## src/rtl/tt_sweep.sv

```systemverilog
// Truth-table sweeper: steps x_out through every input vector, samples y_in after a
// settle time, and compares the captured table against a golden copy latched at start.
//
// state   | meaning
// IDLE    | waiting for start, results from the last sweep held
// RUN     | driving x_out = idx, sampling y_in after SETTLE cycles per vector
// DONE    | one-cycle completion pulse, match valid
module tt_sweep #(
  parameter int N_IN   = 5,
  parameter int SETTLE = 1
) (
  input  logic                 clk,
  input  logic                 rst_n,
  input  logic                 start,
  input  logic                 abort,
  input  logic [2**N_IN-1:0]   golden,
  output logic [N_IN-1:0]      x_out,
  input  logic                 y_in,
  output logic                 busy,
  output logic                 done,
  output logic [2**N_IN-1:0]   tt,
  output logic                 match,
  output logic [N_IN:0]        mismatch_cnt,
  output logic [N_IN-1:0]      first_fail_idx,
  output logic                 first_fail_vld
);

  localparam int NV = 2**N_IN;

  localparam logic [1:0] ST_IDLE = 2'd0;
  localparam logic [1:0] ST_RUN  = 2'd1;
  localparam logic [1:0] ST_DONE = 2'd2;

  localparam logic [3:0]      SETTLE_LAST = 4'(SETTLE - 1);
  localparam logic [N_IN-1:0] IDX_LAST    = N_IN'(NV - 1);

  logic [1:0]      state;
  logic [NV-1:0]   golden_q;
  logic [N_IN-1:0] idx;
  logic [3:0]      settle_cnt;
  logic            miss;
  logic            last_idx;

  assign miss     = (y_in != golden_q[idx]);
  assign last_idx = (idx == IDX_LAST);

  assign x_out = (state == ST_RUN) ? idx : '0;
  assign busy  = (state != ST_IDLE);
  assign done  = (state == ST_DONE);

  always_ff @(posedge clk or negedge rst_n) begin
    if (!rst_n) begin
      state          <= ST_IDLE;
      golden_q       <= '0;
      idx            <= '0;
      settle_cnt     <= '0;
      tt             <= '0;
      match          <= 1'b0;
      mismatch_cnt   <= '0;
      first_fail_idx <= '0;
      first_fail_vld <= 1'b0;
    end else begin
      case (state)
        ST_IDLE: begin
          if (start) begin
            golden_q       <= golden;
            tt             <= '0;
            mismatch_cnt   <= '0;
            first_fail_vld <= 1'b0;
            match          <= 1'b0;
            idx            <= '0;
            settle_cnt     <= '0;
            state          <= ST_RUN;
          end
        end
        ST_RUN: begin
          // abort wins over a sample on the same edge, including the final one
          if (abort) begin
            state <= ST_IDLE;
          end else if (settle_cnt == SETTLE_LAST) begin
            tt[idx] <= y_in;
            if (miss) begin
              mismatch_cnt <= mismatch_cnt + (N_IN+1)'(1);
              if (!first_fail_vld) begin
                first_fail_idx <= idx;
                first_fail_vld <= 1'b1;
              end
            end
            if (last_idx) begin
              match <= (mismatch_cnt == '0) && !miss;
              state <= ST_DONE;
            end else begin
              idx        <= idx + N_IN'(1);
              settle_cnt <= '0;
            end
          end else begin
            settle_cnt <= settle_cnt + 4'd1;
          end
        end
        ST_DONE: begin
          state <= ST_IDLE;
        end
        default: begin
          state <= ST_IDLE;
        end
      endcase
    end
  end

endmodule

```

## config.mk

```make
export PLATFORM = sky130hd
export DESIGN_NAME = tt_sweep
export DESIGN_NICKNAME = d
export VERILOG_FILES = /design/src/rtl/tt_sweep.sv
export SDC_FILE = /design/constraint.sdc
export NUM_CORES = 1
export LEC_CHECK = 0
export ABC_AREA = 1
export CORE_MARGIN = 2
export CORE_UTILIZATION = 32
export CTS_CLUSTER_SIZE = 40
export DETAILED_ROUTE_END_ITERATION = 7
export PLACE_DENSITY = 0.57
export SETUP_SLACK_MARGIN = 0.5
export SYNTH_ARGS = -nofsm -noshare
export SYNTH_HDL_FRONTEND = slang
export SYNTH_SLANG_ARGS = --single-unit
```

## constraint.sdc

```tcl
create_clock -name clk -period 2.7 [get_ports clk]
set_input_delay 0.405 -clock clk [delete_from_list [all_inputs] [get_ports clk]]
set_output_delay 0.405 -clock clk [all_outputs]
set_load 0.01 [all_outputs]
```

==> Word level (Yosys, flattened, before mapping) <==
Cells that the tools add are included.
{ "word_totals": {"regBits": 88} }
{ "classes": {"n_addsub": 3, "order_cmp": 2, "n_eq_ne": 13, "muxes": 39, "bitwise_logic": 2, "reduce_logical": 16} }
{ "ops": {"columns": ["cell", "count"], "rows": [
  ["two-way mux 32 bit", 3],
  ["case mux 32 bit (2 select lines)", 1],
  ["bitwise mux 32 bit", 1],
  ["two-way mux 5 bit", 5],
  ["two-way mux 6 bit", 4],
  ["AND reduction 5 bit", 4],
  ["two-way mux 4 bit", 4],
  ["case mux 6 bit (2 select lines)", 1],
  ["inequality test 2 bit (second input constant)", 5],
  ["case mux 5 bit (2 select lines)", 1],
  ["two-way mux 1 bit", 9],
  ["two-way mux 2 bit", 4],
  ["case mux 4 bit (2 select lines)", 1],
  ["AND reduction 4 bit", 2],
  ["adder 6 x 1 -> 6 bit (second input constant)", 1],
  ["zero test 6 bit", 1],
  ["less-than comparator 5 x 6 -> 1 bit (second input constant)", 1],
  ["inequality test 3 bit (second input constant)", 2],
  ["adder 5 x 1 -> 5 bit (second input constant)", 1],
  ["binary-select mux 1 bit (select 5 bit)", 1],
  ["demux 1 bit (select 5 bit)", 1],
  ["equality test 5 bit (second input constant)", 1],
  ["greater-or-equal comparator 5 x 1 -> 1 bit (second input constant)", 1],
  ["adder 4 x 1 -> 4 bit (second input constant)", 1],
  ["other kinds (15)", 19]
]} }

==> Depth between registers and ports, before layout <==
Gate-level depths: netlist of the first run.
{ "logic_depth": {"ltp_word": 9, "ltp_mapped": 14} }

==> Worst setup path before layout of the first run <==
OpenSTA, ideal clock, no wires.
{ "synth_timing": {"path_kind": "register to register", "from": "reg idx[0]", "to": "reg idx[3]", "setup_time_ps": 77, "arrival_ps": 1952, "setup_slack_ps": 671, "stages_incl_launch_ff": 13, "path_buffers": 1, "period_less_slack_ps": 2029, "cell_sequence": "dfrtp_1 -> ha_1 -> inv_1 -> clkbuf_1 -> nor2_1 -> ha_1 -> nand3_1 -> nand2_2 -> nor2_4 -> inv_2 -> nor2_1 -> o21ai_0 -> a21oi_1"} }
{ "synth_via": {"elab_chain_len": 5} }
{ "synth_lines": {"columns": ["item", "line_no", "rtl"], "rows": [
  ["start: declaration", "39", "logic [N_IN-1:0] idx;"],
  ["start signal: assignment", "93", "idx <= idx + N_IN'(1);"],
  ["adder 5 x 1 -> 5 bit", "93", null],
  ["two-way mux 5 bit", "89", "if (last_idx) begin"],
  ["two-way mux 5 bit", "80", "end else if (settle_cnt == SETTLE_LAST) begin"],
  ["two-way mux 5 bit", "78", "if (abort) begin"],
  ["case mux 5 bit (2 select lines)", "63", "case (state)"]
]} }
Parallel ways exist; a longest one is shown, timed or not. The select of a mux whose other input is x is not followed.
A chain may end at the register's enable or synchronous reset.

==> Worst setup path after layout of the first run <==
{ "layout_timing": {"from": "reg idx[4]", "to": "out x_out[4]"} }
{ "layout_via": {"elab_chain_len": 1} }
{ "layout_lines": {"columns": ["item", "line_no", "rtl"], "rows": [
  ["two-way mux 5 bit", "47", "assign x_out = (state == ST_RUN) ? idx : '0;"],
  ["end: declaration", "17", "output logic [N_IN-1:0] x_out,"]
]} }
Every way passes these cells.

==> results of run 1 <==
## layer usage
metal	up-vias	wire length, um	global-route usage
met5	-	0	0
met4	0	140	0.0517
met3	9	484	0.0309
met2	87	5840	0.272
met1	1865	5440	0.222
li1	1980	-	-
## final timing paths
path / from / slack, ns / depth (start not counted) / end
setup / recovery: idx[4]$_DFFE_PN0P_ / 0.54 / 3 / x_out[4]
hold / removal: rst_n / 0.05 / 1 / golden_q[26]$_DFFE_PN0P_
setup reg to reg: state[1]$_DFFE_PN0P_ / 0.67 / 8 / tt[11]$_DFFE_PN0P_
hold reg to reg: golden_q[4]$_DFFE_PN0P_ / 0.48 / 2 / golden_q[4]$_DFFE_PN0P_
max in group asynchronous: rst_n / 1.99 / 2 / idx[0]$_DFFE_PN0P_
min in group clk: golden_q[4]$_DFFE_PN0P_ / 0.48 / 2 / golden_q[4]$_DFFE_PN0P_
## power breakdown
part / total [mW] / internal, mW / leakage [nW] / switching, mW
combinational: 1.52 / 0.568 / 1.33 / 0.953
sequential: 1.64 / 1.51 / 1.16 / 0.132
clock: 1.15 / 0.647 / 0.130 / 0.506
total: 4.32 / 2.73 / 2.62 / 1.59
## what timing repair did
action,CTS,global route
cloned,0,1
setup endpoints to repair,14,24
hold buffers,0,0
hold endpoints to repair,0,0
gates resized for setup,5,15
setup buffers,4,4
## area by class of cell
cell class / count / area [um^2]
well taps: 176 / 220
inverters: 66 / 260
repair buffers: 103 / 1020
clock buffers: 13 / 250
multi-input cells: 370 / 1890
fillers: 1351 / 7540
clock inverters: 3 / 17.5
flip-flops and latches: 88 / 2210
## synthesized netlist by cell type, drive strengths merged
master / n / area share
a21oi: 20 / 0.023
xnor2: 2 / 0.0040
inv: 65 / 0.055
buf: 15 / 0.021
dfrtp: 88 / 0.50
o2111ai: 1 / 0.0020
or2: 1 / 0.0014
o21ai: 70 / 0.079
nor3: 10 / 0.014
clkbuf: 13 / 0.011
o21a: 1 / 0.0017
nand2: 160 / 0.14
ha: 9 / 0.025
xor2: 1 / 0.0020
clkinv: 1 / 0.0011
o22ai: 4 / 0.0056
nor2: 27 / 0.026
nand3: 29 / 0.036
nor3b: 1 / 0.0017
o31ai: 28 / 0.047
nand4: 5 / 0.0071
## kinds of logic after synthesis
| family | count (synthesis) | share of synthesized area |
|---|---|---|
| XOR/XNOR | 3 | 0.00593 |
| buffers and inverters | 94 | 0.0881 |
| AO/OA/AOI/OAI | 124 | 0.158 |
| AND/OR/NAND/NOR | 233 | 0.225 |
| flip-flops | 88 | 0.497 |
| adder cells (fa/ha/maj) | 9 | 0.0254 |
## critical path: cells and delay by family, from the launching register on
| kind | cells | cell delay [ns] |
|---|---|---|
| buffers and inverters | 2 | 0.78 |
| DFF | 1 | 0.48 |
| and+or+nand+nor | 1 | 0.15 |
## through the flow
| step | power (mW) | setup WS, ns | util | instances | cell area, um^2 |
|---|---|---|---|---|---|
| after floorplan | 2.57 | 0.671 | - | 551 | 4430 |
| after global placement | 3.07 | 0.406 | 0.408 | 794 | 5470 |
| after detailed placement | 3.08 | 0.366 | 0.408 | 794 | 5470 |
| after CTS | 4.29 | 0.501 | 0.431 | 814 | 5770 |
| after global routing | 4.62 | 0.436 | 0.438 | 819 | 5860 |
| final | 4.32 | 0.545 | 0.438 | 819 | 5860 |
## registers in the layout (all words and copies together) (netlist names)
register	count
first_fail_vld	1
state	2
match	1
mismatch_cnt	6
settle_cnt	4
golden_q	32
tt	32
first_fail_idx	5
idx	5
## cell usage in the layout, fill, tap and decap left out, types with 3 or more instances in the layout
master and n:
nand2_1 154, clkdlybuf4s50_1 87, dfrtp_1 84, o21ai_0 65, inv_1 59, o31ai_1 28, nand3_1 27, nor2_1 22
a21oi_1 20, buf_4 14, clkbuf_16 9, ha_1 8, nor3_1 6, nand4_1 5, o21ai_1 5, nand2_2 4
o22ai_1 4, dfrtp_2 4, inv_2 3, nor2_2 3, clkinv_2 3, clkbuf_1 3
==> run_results.csv, run 1 <==
group,metric,value,unit
status,status,"finished clean",
yosys,synth.avg_cell_area,8.04,um^2
timing,finalHoldViolations,0,
yosys,synth.distinct_cells,31,
min_path,hp-class,"input port to asynchronous set/reset pin",
cts,cts_num_sinks,88,
setup_path,path_cells,"inv_1, nor2_1, clkdlybuf4s50_1",
routing,routedWlPerCell,14.5,um
cts,clockRootBuffer,"clkbuf_16",
cts,cts_tree,"built",
die,die_w,122,um
timing,finalSetupViolations,0,
routing,drt_iter0_drc,282,
die,core,13400,um^2
timing,rsz0062_at_grt,"true",
place,port_buffers,88,
power_and_ir_drop,peakVddDrop,0.303,mV
yosys,syn_inst,551,
routing,drt-pass1-iter-count,5,
setup_path,slowest_stage,"clkdlybuf4s50_1",
cts,tritoncts.num_buffers,9,
global_route,grt_start_max_net_pins,65,
yosys,syn_nets,597,
die,chipHeight,122,um
timing,clock_skew,0.00707,ns
routing,ant_nets,0,
power_and_ir_drop,leakagePower,2.62,nW
timing,fmax,0.464,GHz
yosys,ys_seq_area_frac,0.497,
place,dp.final_hpwl,8.20,mm
yosys,syn_area,4430,um^2
routing,totalWireLength,11.9,mm
die,rows,42,
timing,max_slew_margin,0.612,
routing,vias,3941,
setup_path,cp-end-kind,"primary output",
cts,worstSkewPairLatency,0.34,ns
global_route,grt.total_usage,0.166,
setup_path,required,2.30,ns
global_route,grt_pass1_vias,3768,
yosys,yosys_warnings,0,
die,die_area,14800,um^2
timing,timing.hold.ws,0.0516,ns
setup_path,slowest_delay,0.54,ns
timing,period_needed,2.16,ns
setup_path,cp.arrival,1.75,ns
power_and_ir_drop,p_per_area,736,nW/um^2
flow_run,maxCapViolCount,0,
cts,cts_max_level,3,
global_route,overflow,0,
cts,clkSlewWorstSetupHoldPaths,0.06,ns
yosys,ys_seq_elements,88,
routing,drc,0,
setup_path,path_class,"flip-flop to primary output",
place,gp_congestion,0.795,
timing,period_share,0.798,
timing,final.setup.tns,0,ns
global_route,antenna_found_initial,0,
timing,worstMarginPinSlew,0.582,ns
die,ios,89,
setup_path,start_kind,"flip-flop",
cells_and_area,final_net_count,684,
cts,cts_max_path_buffers,2,
cells_and_area,syn_to_final_growth,32.4,%
timing,slew_violations,0,
die,start_util,0.331,
global_route,grt_pass1_wl,19.1,mm
setup_path,path_max_fanout,7,
cells_and_area,antennaDiodeCount,0,
cells_and_area,drive_above_1_share,0.0918,
routing,post_drt_via_cell_ratio,4.81,
(Power assumes the default switching activity.)
==> inputs of run 2 (changes only) <==
Settings changed: PLACE_DENSITY 0.57 to 0.59.
Clock period 2.7 ns to 1.92 ns, I/O delays scaled along.
==> run 2 against run 1 <==
Against the previous run: clock-buffer cell count is 1 higher; power is 79% higher; flip-flop and latch count stayed put; register-to-register slack worse by 0.57 ns; first-iteration DRC count grew 6.7%; sequential power up 40%; via count increased by 16%; utilization rose by 14 points; critical path depth increased by 11; combinational power up 150%; final cell count grew 11%; worst hold slack better by 0.39 ns; critical path type is now flip-flop to flip-flop.
==> run_results.csv, run 2 (synthesis results as in run 1) <==
group,metric,value,unit
status,status,"finished clean",
place,gp_congestion,0.901,
global_route,grt_pass1_wl,23.0,mm
place,post-place-ws,-0.0149,ns
routing,ant_nets,0,
power_and_ir_drop,peakVddDrop,0.531,mV
flow_run,maxCapViolCount,0,
timing,period_share,0.946,
cells_and_area,antennaDiodeCount,0,
cells_and_area,final_common_cell,"nand2_1",
min_path,hp-class,"input port to asynchronous set/reset pin",
setup_path,rr_endpoint,"mismatch_cnt[0]$_DFFE_PN0P_",
cells_and_area,final_net_count,771,
global_route,overflow,0,
setup_path,r2r_slack,0.10,ns
setup_path,cp.arrival,2.05,ns
die,die_area,14800,um^2
global_route,antenna_found_initial,1,
routing,post_drt_via_cell_ratio,5.05,
cts,worstSkewPairLatency,0.34,ns
place,port_buffers,88,
routing,drc,0,
die,ios,89,
cts,cts_tree,"built",
timing,max_slew_margin,0.704,
timing,fmax,0.551,GHz
cts,clkSlewWorstSetupHoldPaths,0.06,ns
routing,drt-pass1-iter-count,4,
die,core,13400,um^2
global_route,grt_start_max_net_pins,38,
timing,finalSetupViolations,0,
cells_and_area,design_area,7730,um^2
global_route,grt.total_usage,0.200,
setup_path,slowest_stage,"dfrtp_2",
cells_and_area,drive_above_1_share,0.408,
cts,cts_max_level,3,
die,start_util,0.331,
setup_path,timing.rr.start,"idx[0]$_DFFE_PN0P_",
timing,clock_skew,0.00967,ns
setup_path,slowest_delay,0.47,ns
routing,routedWlPerCell,16.7,um
routing,totalWireLength,15.1,mm
timing,period_needed,1.82,ns
setup_path,crit_buf_inv,2,
timing,finalHoldViolations,0,
place,dp.final_hpwl,8.86,mm
cells_and_area,mostFrequentLayoutCells,"102 x nand2_1, 83 x dfrtp_1, 58 x buf_4",
power_and_ir_drop,leakagePower,3.69,nW
power_and_ir_drop,p_per_area,998,nW/um^2
cells_and_area,syn_to_final_growth,74.5,%
timing,slew_violations,0,
timing,rsz0062_at_grt,"true",
place,place_area,5760,um^2
die,die_w,122,um
timing,worstMarginPinSlew,0.444,ns
setup_path,worst_path_dominant_cell_family,"simple AND/OR/NAND/NOR gates",
die,chipHeight,122,um
setup_path,path_max_fanout,5,
cts,tritoncts.num_buffers,9,
cts,clockRootBuffer,"clkbuf_16",
setup_path,crit_top_cell,"nand2_2",
power_and_ir_drop,total_power,7.71,mW
setup_path,path_class,"flip-flop to flip-flop",
setup_path,cp-end-kind,"flip-flop",
setup_path,required,2.15,ns
setup_path,start_kind,"flip-flop",
die,rows,42,
cts,cts_max_path_buffers,2,
timing,fin_ws,0.104,ns
routing,vias,4577,
global_route,grt_pass1_vias,4467,
setup_path,ff2ff_path_depth,14,
setup_path,path_depth,14,
setup_path,path_cells,"buf_6, nor2_4, nor2_4, nand2_1, nand2_2, nand2_2, nand2_2, nor2_4, nand2_2, nand2_4, nand2_4, buf_6, nand4_1, nand2_1",
cts,cts_num_sinks,88,
routing,drt_iter0_drc,301,
cells_and_area,utilization,0.577,
cells_and_area,reg.largest.list,"golden_q x32, tt x32, mismatch_cnt x6",
run 2: per-stage QoR:
| stage | hold WS [ns] | std cells | setup TNS (ns) |
|---|---|---|---|
| floorplan | -0.00759 | 551 | 0 |
| global placement | 0.265 | 822 | 0 |
| detailed placement | 0.269 | 822 | -0.0259 |
| CTS | 0.459 | 890 | 0 |
| global route | 0.471 | 906 | -0.0137 |
| finish | 0.438 | 906 | 0 |
run 2: worst max-delay path by stage:
stage / startpoint / endpoint
after floorplan: idx[0]$_DFFE_PN0P_ / idx[3]$_DFFE_PN0P_
after global placement: idx[3]$_DFFE_PN0P_ / first_fail_idx[0]$_DFFE_PN0P_
after detailed placement: idx[3]$_DFFE_PN0P_ / mismatch_cnt[0]$_DFFE_PN0P_
after CTS: idx[0]$_DFFE_PN0P_ / match$_DFFE_PN0P_
after global routing: idx[1]$_DFFE_PN0P_ / idx[3]$_DFFE_PN0P_
final: idx[0]$_DFFE_PN0P_ / mismatch_cnt[0]$_DFFE_PN0P_
run 2: power breakdown:
part	internal [mW]	total, mW	switching (mW)
clock	0.982	1.68	0.702
combinational	1.63	3.73	2.11
sequential	2.13	2.30	0.171
total	4.74	7.71	2.98
run 2: routing by layer:
metal	track usage	part of all wire
met5	0	0.00086
met4	0.0718	0.017
met3	0.0379	0.035
met2	0.327	0.50
met1	0.264	0.44
run 2: what timing repair did:
item                       in CTS  in global routing
resized for setup             186                177
cloned                         14                  2
setup endpoints to repair     139                 94
hold endpoints to repair       30                  0
hold buffers                    1                  0
pin swaps                      28                 12
buffers inserted               37                 14
run 2: final cells by class:
| cell class | count | area [um^2] |
|---|---|---|
| Timing Repair Buffer | 189 | 2000 |
| Clock inverter | 2 | 12.5 |
| Inverter | 66 | 299 |
| Sequential cell | 88 | 2210 |
| Timing Repair inverter | 1 | 7.51 |
| Multi-Input combinational cell | 370 | 2720 |
| Fill cell | 1113 | 5670 |
| Tap cell | 176 | 220 |
| Clock buffer | 14 | 274 |
==> inputs of run 3 (changes only) <==
Settings changed: CTS_BUF_LIST set to sky130_fd_sc_hd__clkbuf_4.
==> run 3 against run 2 <==
Against the previous run: setup slack worse by 0.069 ns; fmax is 3.6% lower; routed wire length up 1.0%; clock-buffer cell count decreased by 3; worst hold slack worse by 0.13 ns; die area is the same; largest cell class unchanged; largest power group unchanged; highest routed layer is now met4.
==> run_results.csv, run 3 (synthesis results as in run 1) <==
group,metric,value,unit
status,status,"finished clean",
global_route,grt_start_max_net_pins,38,
timing,period_share,0.981,
routing,post_drt_via_cell_ratio,5.07,
routing,drt_iter0_drc,328,
setup_path,slowest_delay,0.43,ns
cts,worstSkewPairLatency,0.46,ns
timing,fmax,0.531,GHz
cts,tritoncts.num_buffers,9,
cts,cts_tree,"built",
global_route,grt_pass1_vias,4395,
setup_path,slowest_stage,"dfrtp_1",
timing,worstMarginPinSlew,0.442,ns
global_route,grt_pass1_wl,22.6,mm
cells_and_area,mostFrequentLayoutCells,"92 x nand2_1, 83 x dfrtp_1, 76 x buf_4",
die,chipHeight,122,um
flow_run,maxCapViolCount,0,
global_route,overflow,0,
setup_path,path_cells,"buf_6, buf_12, ha_4, inv_2, nor2_2, ha_2, nand3_4, nand2_4, buf_4, inv_4, nand2_1, a21oi_2, o21a_1",
routing,ant_nets,0,
cells_and_area,antennaDiodeCount,0,
cts,cts_max_level,3,
cells_and_area,reg.largest.list,"golden_q x32, tt x32, mismatch_cnt x6",
setup_path,cp.arrival,2.27,ns
place,dp.final_hpwl,8.86,mm
routing,drc,0,
cells_and_area,syn_to_final_growth,72.0,%
cts,cts_max_path_buffers,2,
cells_and_area,final_net_count,786,
die,die_w,122,um
routing,drt-pass1-iter-count,4,
timing,timing.hold.ws,0.308,ns
routing,routedWlPerCell,16.6,um
die,die_area,14800,um^2
timing,rsz0062_at_grt,"true",
power_and_ir_drop,p_per_area,914,nW/um^2
setup_path,required,2.31,ns
power_and_ir_drop,leakagePower,3.55,nW
setup_path,path_class,"flip-flop to flip-flop",
cells_and_area,drive_above_1_share,0.448,
cells_and_area,final_common_cell,"nand2_1",
place,port_buffers,88,
timing,finalSetupViolations,0,
die,rows,42,
setup_path,start_kind,"flip-flop",
place,gp_congestion,0.901,
cells_and_area,utilization,0.569,
setup_path,cp-end-kind,"flip-flop",
min_path,hp-class,"input port to asynchronous set/reset pin",
routing,totalWireLength,15.3,mm
die,core,13400,um^2
cts,cts_num_sinks,88,
power_and_ir_drop,total_power,6.97,mW
die,start_util,0.331,
global_route,grt.total_usage,0.195,
routing,vias,4673,
global_route,antenna_found_initial,0,
power_and_ir_drop,peakVddDrop,0.447,mV
timing,max_slew_margin,0.705,
timing,slew_violations,0,
timing,period_needed,1.88,ns
die,ios,89,
timing,final.setup.tns,0,ns
cts,clkSlewWorstSetupHoldPaths,0.14,ns
timing,clock_skew,0.0200,ns
setup_path,path_max_fanout,5,
timing,finalHoldViolations,0,
cts,clockRootBuffer,"clkbuf_4",
-- run 3: cell count changes in the layout (fill, tap and decap cells not counted), sizes merged --
cell / change
buf: +18
clkbuf: +14
clkdlybuf4s15: +25
clkinv: +4
clkinvlp: -1
dlygate4sd2: -45
-- run 3: what timing repair did --
action,in CTS,in global routing
hold buffers,1,0
gates resized for setup,201,237
buffers inserted,44,22
endpoints found under the hold margin,30,0
cloned,9,7
pin swaps,25,20
endpoints found under the setup margin,139,118
-- run 3: final timing paths --
kind / from / endpoint / slack [ns] / cells after the start
worst min-delay path: rst_n / settle_cnt[0]$_DFFE_PN0P_ / 0.31 / 2
worst max register to register: idx[1]$_DFFE_PN0P_ / settle_cnt[2]$_DFFE_PN0P_ / 0.04 / 13
worst min register to register: tt[23]$_DFFE_PN0P_ / tt[23]$_DFFE_PN0P_ / 0.50 / 2
min in group clk: golden[9] / golden_q[9]$_DFFE_PN0P_ / 0.38 / 3
worst max-delay path: idx[1]$_DFFE_PN0P_ / settle_cnt[2]$_DFFE_PN0P_ / 0.04 / 13
max in group asynchronous: rst_n / mismatch_cnt[4]$_DFFE_PN0P_ / 0.91 / 3
-- run 3: layout make-up --
type	instances	area [um^2]
clock buffer	11	82.6
clock inverter	5	23.8
fill	1125	5780
inverter	66	300
multi-input combinational	370	2740
sequential	88	2210
tap	176	220
timing repair buffer	204	2040
timing repair inverter	1	7.51
-- run 3: report_power, final --
group	internal, mW	switching, mW
combinational	1.62	2.15
clock	0.282	0.629
sequential	2.12	0.169
-- run 3: metrics by stage --
stage | cell area [um^2] | instances | setup slack [ns]
3_5_place_dp | 5760 | 822 | -0.0149
6_report | 7620 | 921 | 0.0359
3_3_place_gp | 5760 | 822 | 0.0557
2_1_floorplan | 4530 | 551 | 0.182
4_1_cts | 6680 | 892 | 0.143
5_1_grt | 7620 | 921 | -0.0500
-- run 3: layer usage --
layer  vias to the layer above  routed length (um)  track usage
met5                         -                   0            0
met4                         0                 209       0.0654
met3                        22                 759       0.0342
met2                       161                7750        0.318
met1                      2295                6550        0.264
li1                       2195                   -            -
-- run 3: critical path: cells and delay by family (launching register included) --
kind	cells	cell delay, ns
AOI/OAI and AO/OA	2	0.26
DFF	1	0.43
adders and majority gates	2	0.35
buffers and inverters	5	0.53
and+or+nand+nor	4	0.26
==> RTL edit: new RTL, flow settings as in run 3 <==
`N_IN`: 5 -> 4.
--- a/src/rtl/tt_sweep.sv
+++ b/src/rtl/tt_sweep.sv
@@ -6,7 +6,7 @@
 // RUN     | driving x_out = idx, sampling y_in after SETTLE cycles per vector
 // DONE    | one-cycle completion pulse, match valid
 module tt_sweep #(
-  parameter int N_IN   = 5,
+  parameter int N_IN   = 4,
   parameter int SETTLE = 1
 ) (
   input  logic                 clk,
Ports: changed (5 resized); port bits go from 89 to 54. The function was not compared with the original's and may differ.
==> RTL edit against run 3 <==
- routed wire length is 52% lower
- combinational power is 3% lower
- utilization is 5.7 points lower
- cell count is 41% lower
- hold slack better by 0.097 ns
- count of clock-buffer cells in the layout is 6 lower
- setup slack better by 0.17 ns
- area after synthesis is 39% lower
- final area is 45% lower
- total power is 18% lower
- sequential share of layout area is 2.7 points higher
- sequential cell count is 35 lower
==> RTL edit: results <==
layout:
  final_layout_size_suffix_gt1_frac: 0.380
  nets: 462
routing:
  drtIter0Drc: 114
  routed_wl_um: 7360
  wl_per_cell_um: 13.7
  vias_per_cell: 4.81
synthesis:
  ys.flop_type: "dfrtp_1"
  yosysSeqAreaShare: 0.489
  synth_adder_area_share: 0.0369
  synth_xor_area_frac: 0.00968
  synth_compound_area_frac: 0.134
  synthTopCellsByCount: "nand2_1 (76), dfrtp_1 (53), inv_1 (44)"
  synth.area.top_cells: "dfrtp_1 (49%), nand2_1 (11%), inv_1 (6.1%), a21oi_1 (4.8%), nor2_1 (4.3%)"
  syn_nets: 358
  postSynthAreaPerCell_um2: 8.25
global_routing:
  track_usage: 0.154
  grt_pass1_vias: 2290
  grt_pass1_wl_um: 11000
  grt_max_degree: 54
cts:
  clock_latency_ns: 0.38
  cts_buffers: 5
  cts_max_level: 2
  path_clk_slew_ns: 0.16
timing:
  skew_ns: 0.0146
  slew_headroom: 0.750
setup_path:
  worstPathArrival_ns: 1.98
placed_design:
  dp_hpwl_um: 4420
  portBuffers: 53
  dp.cells: 483
  gp_congestion: 0.827
  dpl_cell_area_um2: 3380
pwr:
  cellLeakagePower_nw: 2.05
  max-vdd-ir-drop_mv: 0.487
status:
  status: "completed"
## RTL edit: cell types whose count changed after synthesis, moves of 4 or more
cell      change
buf_2         -7
dfrtp_1      -35
nor3_1        -4
o31ai_1      -22
nand3_1       -8
inv_1        -16
nor2_1        +6
a21oi_1       +6
o21ai_0      -50
nand2_1      -79
inv_2         -4
clkbuf_1      -8
## RTL edit: path summary, 6_finish.rpt
path | from | to | slack (ns) | cells after the start
worst max-delay path | idx[0]$_DFFE_PN0P_ | settle_cnt[3]$_DFFE_PN0P_ | 0.21 | 8
worst min-delay path | rst_n | tt[10]$_DFFE_PN0P_ | 0.40 | 3
worst max register to register | idx[0]$_DFFE_PN0P_ | settle_cnt[3]$_DFFE_PN0P_ | 0.21 | 8
worst min register to register | first_fail_idx[2]$_DFFE_PN0P_ | first_fail_idx[2]$_DFFE_PN0P_ | 0.50 | 2
max in group asynchronous | rst_n | idx[2]$_DFFE_PN0P_ | 1.24 | 3
min in group clk | golden[1] | golden_q[1]$_DFFE_PN0P_ | 0.46 | 3
## RTL edit: area by class of cell
type	instances	area (µm²)
multi-input combinational	221	1540
tap	105	131
timing repair inverter	1	6.26
clock inverter	3	17.5
clock buffer	5	37.5
inverter	47	200
timing repair buffer	104	937
fill	764	4020
sequential	53	1330
## RTL edit: cell families after synthesis
logic type	after synthesis
adders and majority gates	8
xor gates and xnor gates	3
and+or+nand+nor	146
DFF	53
buffers and inverters	56
AOI/OAI and AO/OA	63
## RTL edit: per-layer routing
layer | track usage | vias up | routed length [µm]
li1 | - | 1280 | -
met2 | 0.247 | 61 | 3640
met3 | 0.0298 | 8 | 268
met5 | 0 | - | 0
met4 | 0.0298 | 0 | 95
met1 | 0.216 | 1241 | 3360
## RTL edit: where the power goes
part	switching (mW)	leakage (nW)	total [mW]	internal, mW
Combinational	2.14	1.34	3.64	1.50
Sequential	0.156	0.677	1.57	1.42
Clock	0.374	0.0326	0.514	0.140
Total	2.67	2.05	5.73	3.06
## RTL edit: per-stage QoR
step	utilization	setup slack (ns)
2_1_floorplan	-	0.382
3_5_place_dp	0.411	0.0737
6_report	0.511	0.211
3_3_place_gp	0.411	0.0971
5_1_grt	0.511	0.135
4_1_cts	0.453	0.227
## RTL edit: what timing repair did
| action | 4_1_cts | 5_1_grt |
|---|---|---|
| setup endpoints to repair | 70 | 59 |
| hold buffers | 1 | 0 |
| endpoints found under the hold margin | 53 | 0 |
| resized for setup | 82 | 94 |
| pin swaps | 26 | 27 |
| cloned | 2 | 1 |
| buffers inserted | 26 | 18 |
## RTL edit: critical path, cell delays in order, from the launching register on
cell and delay [ns]:
dfrtp_2 0.51, buf_6 0.15, buf_4 0.12, ha_4 0.16, nand3_4 0.09, o21ai_4 0.20
buf_4 0.15, o21ai_0 0.06, nor3b_2 0.15
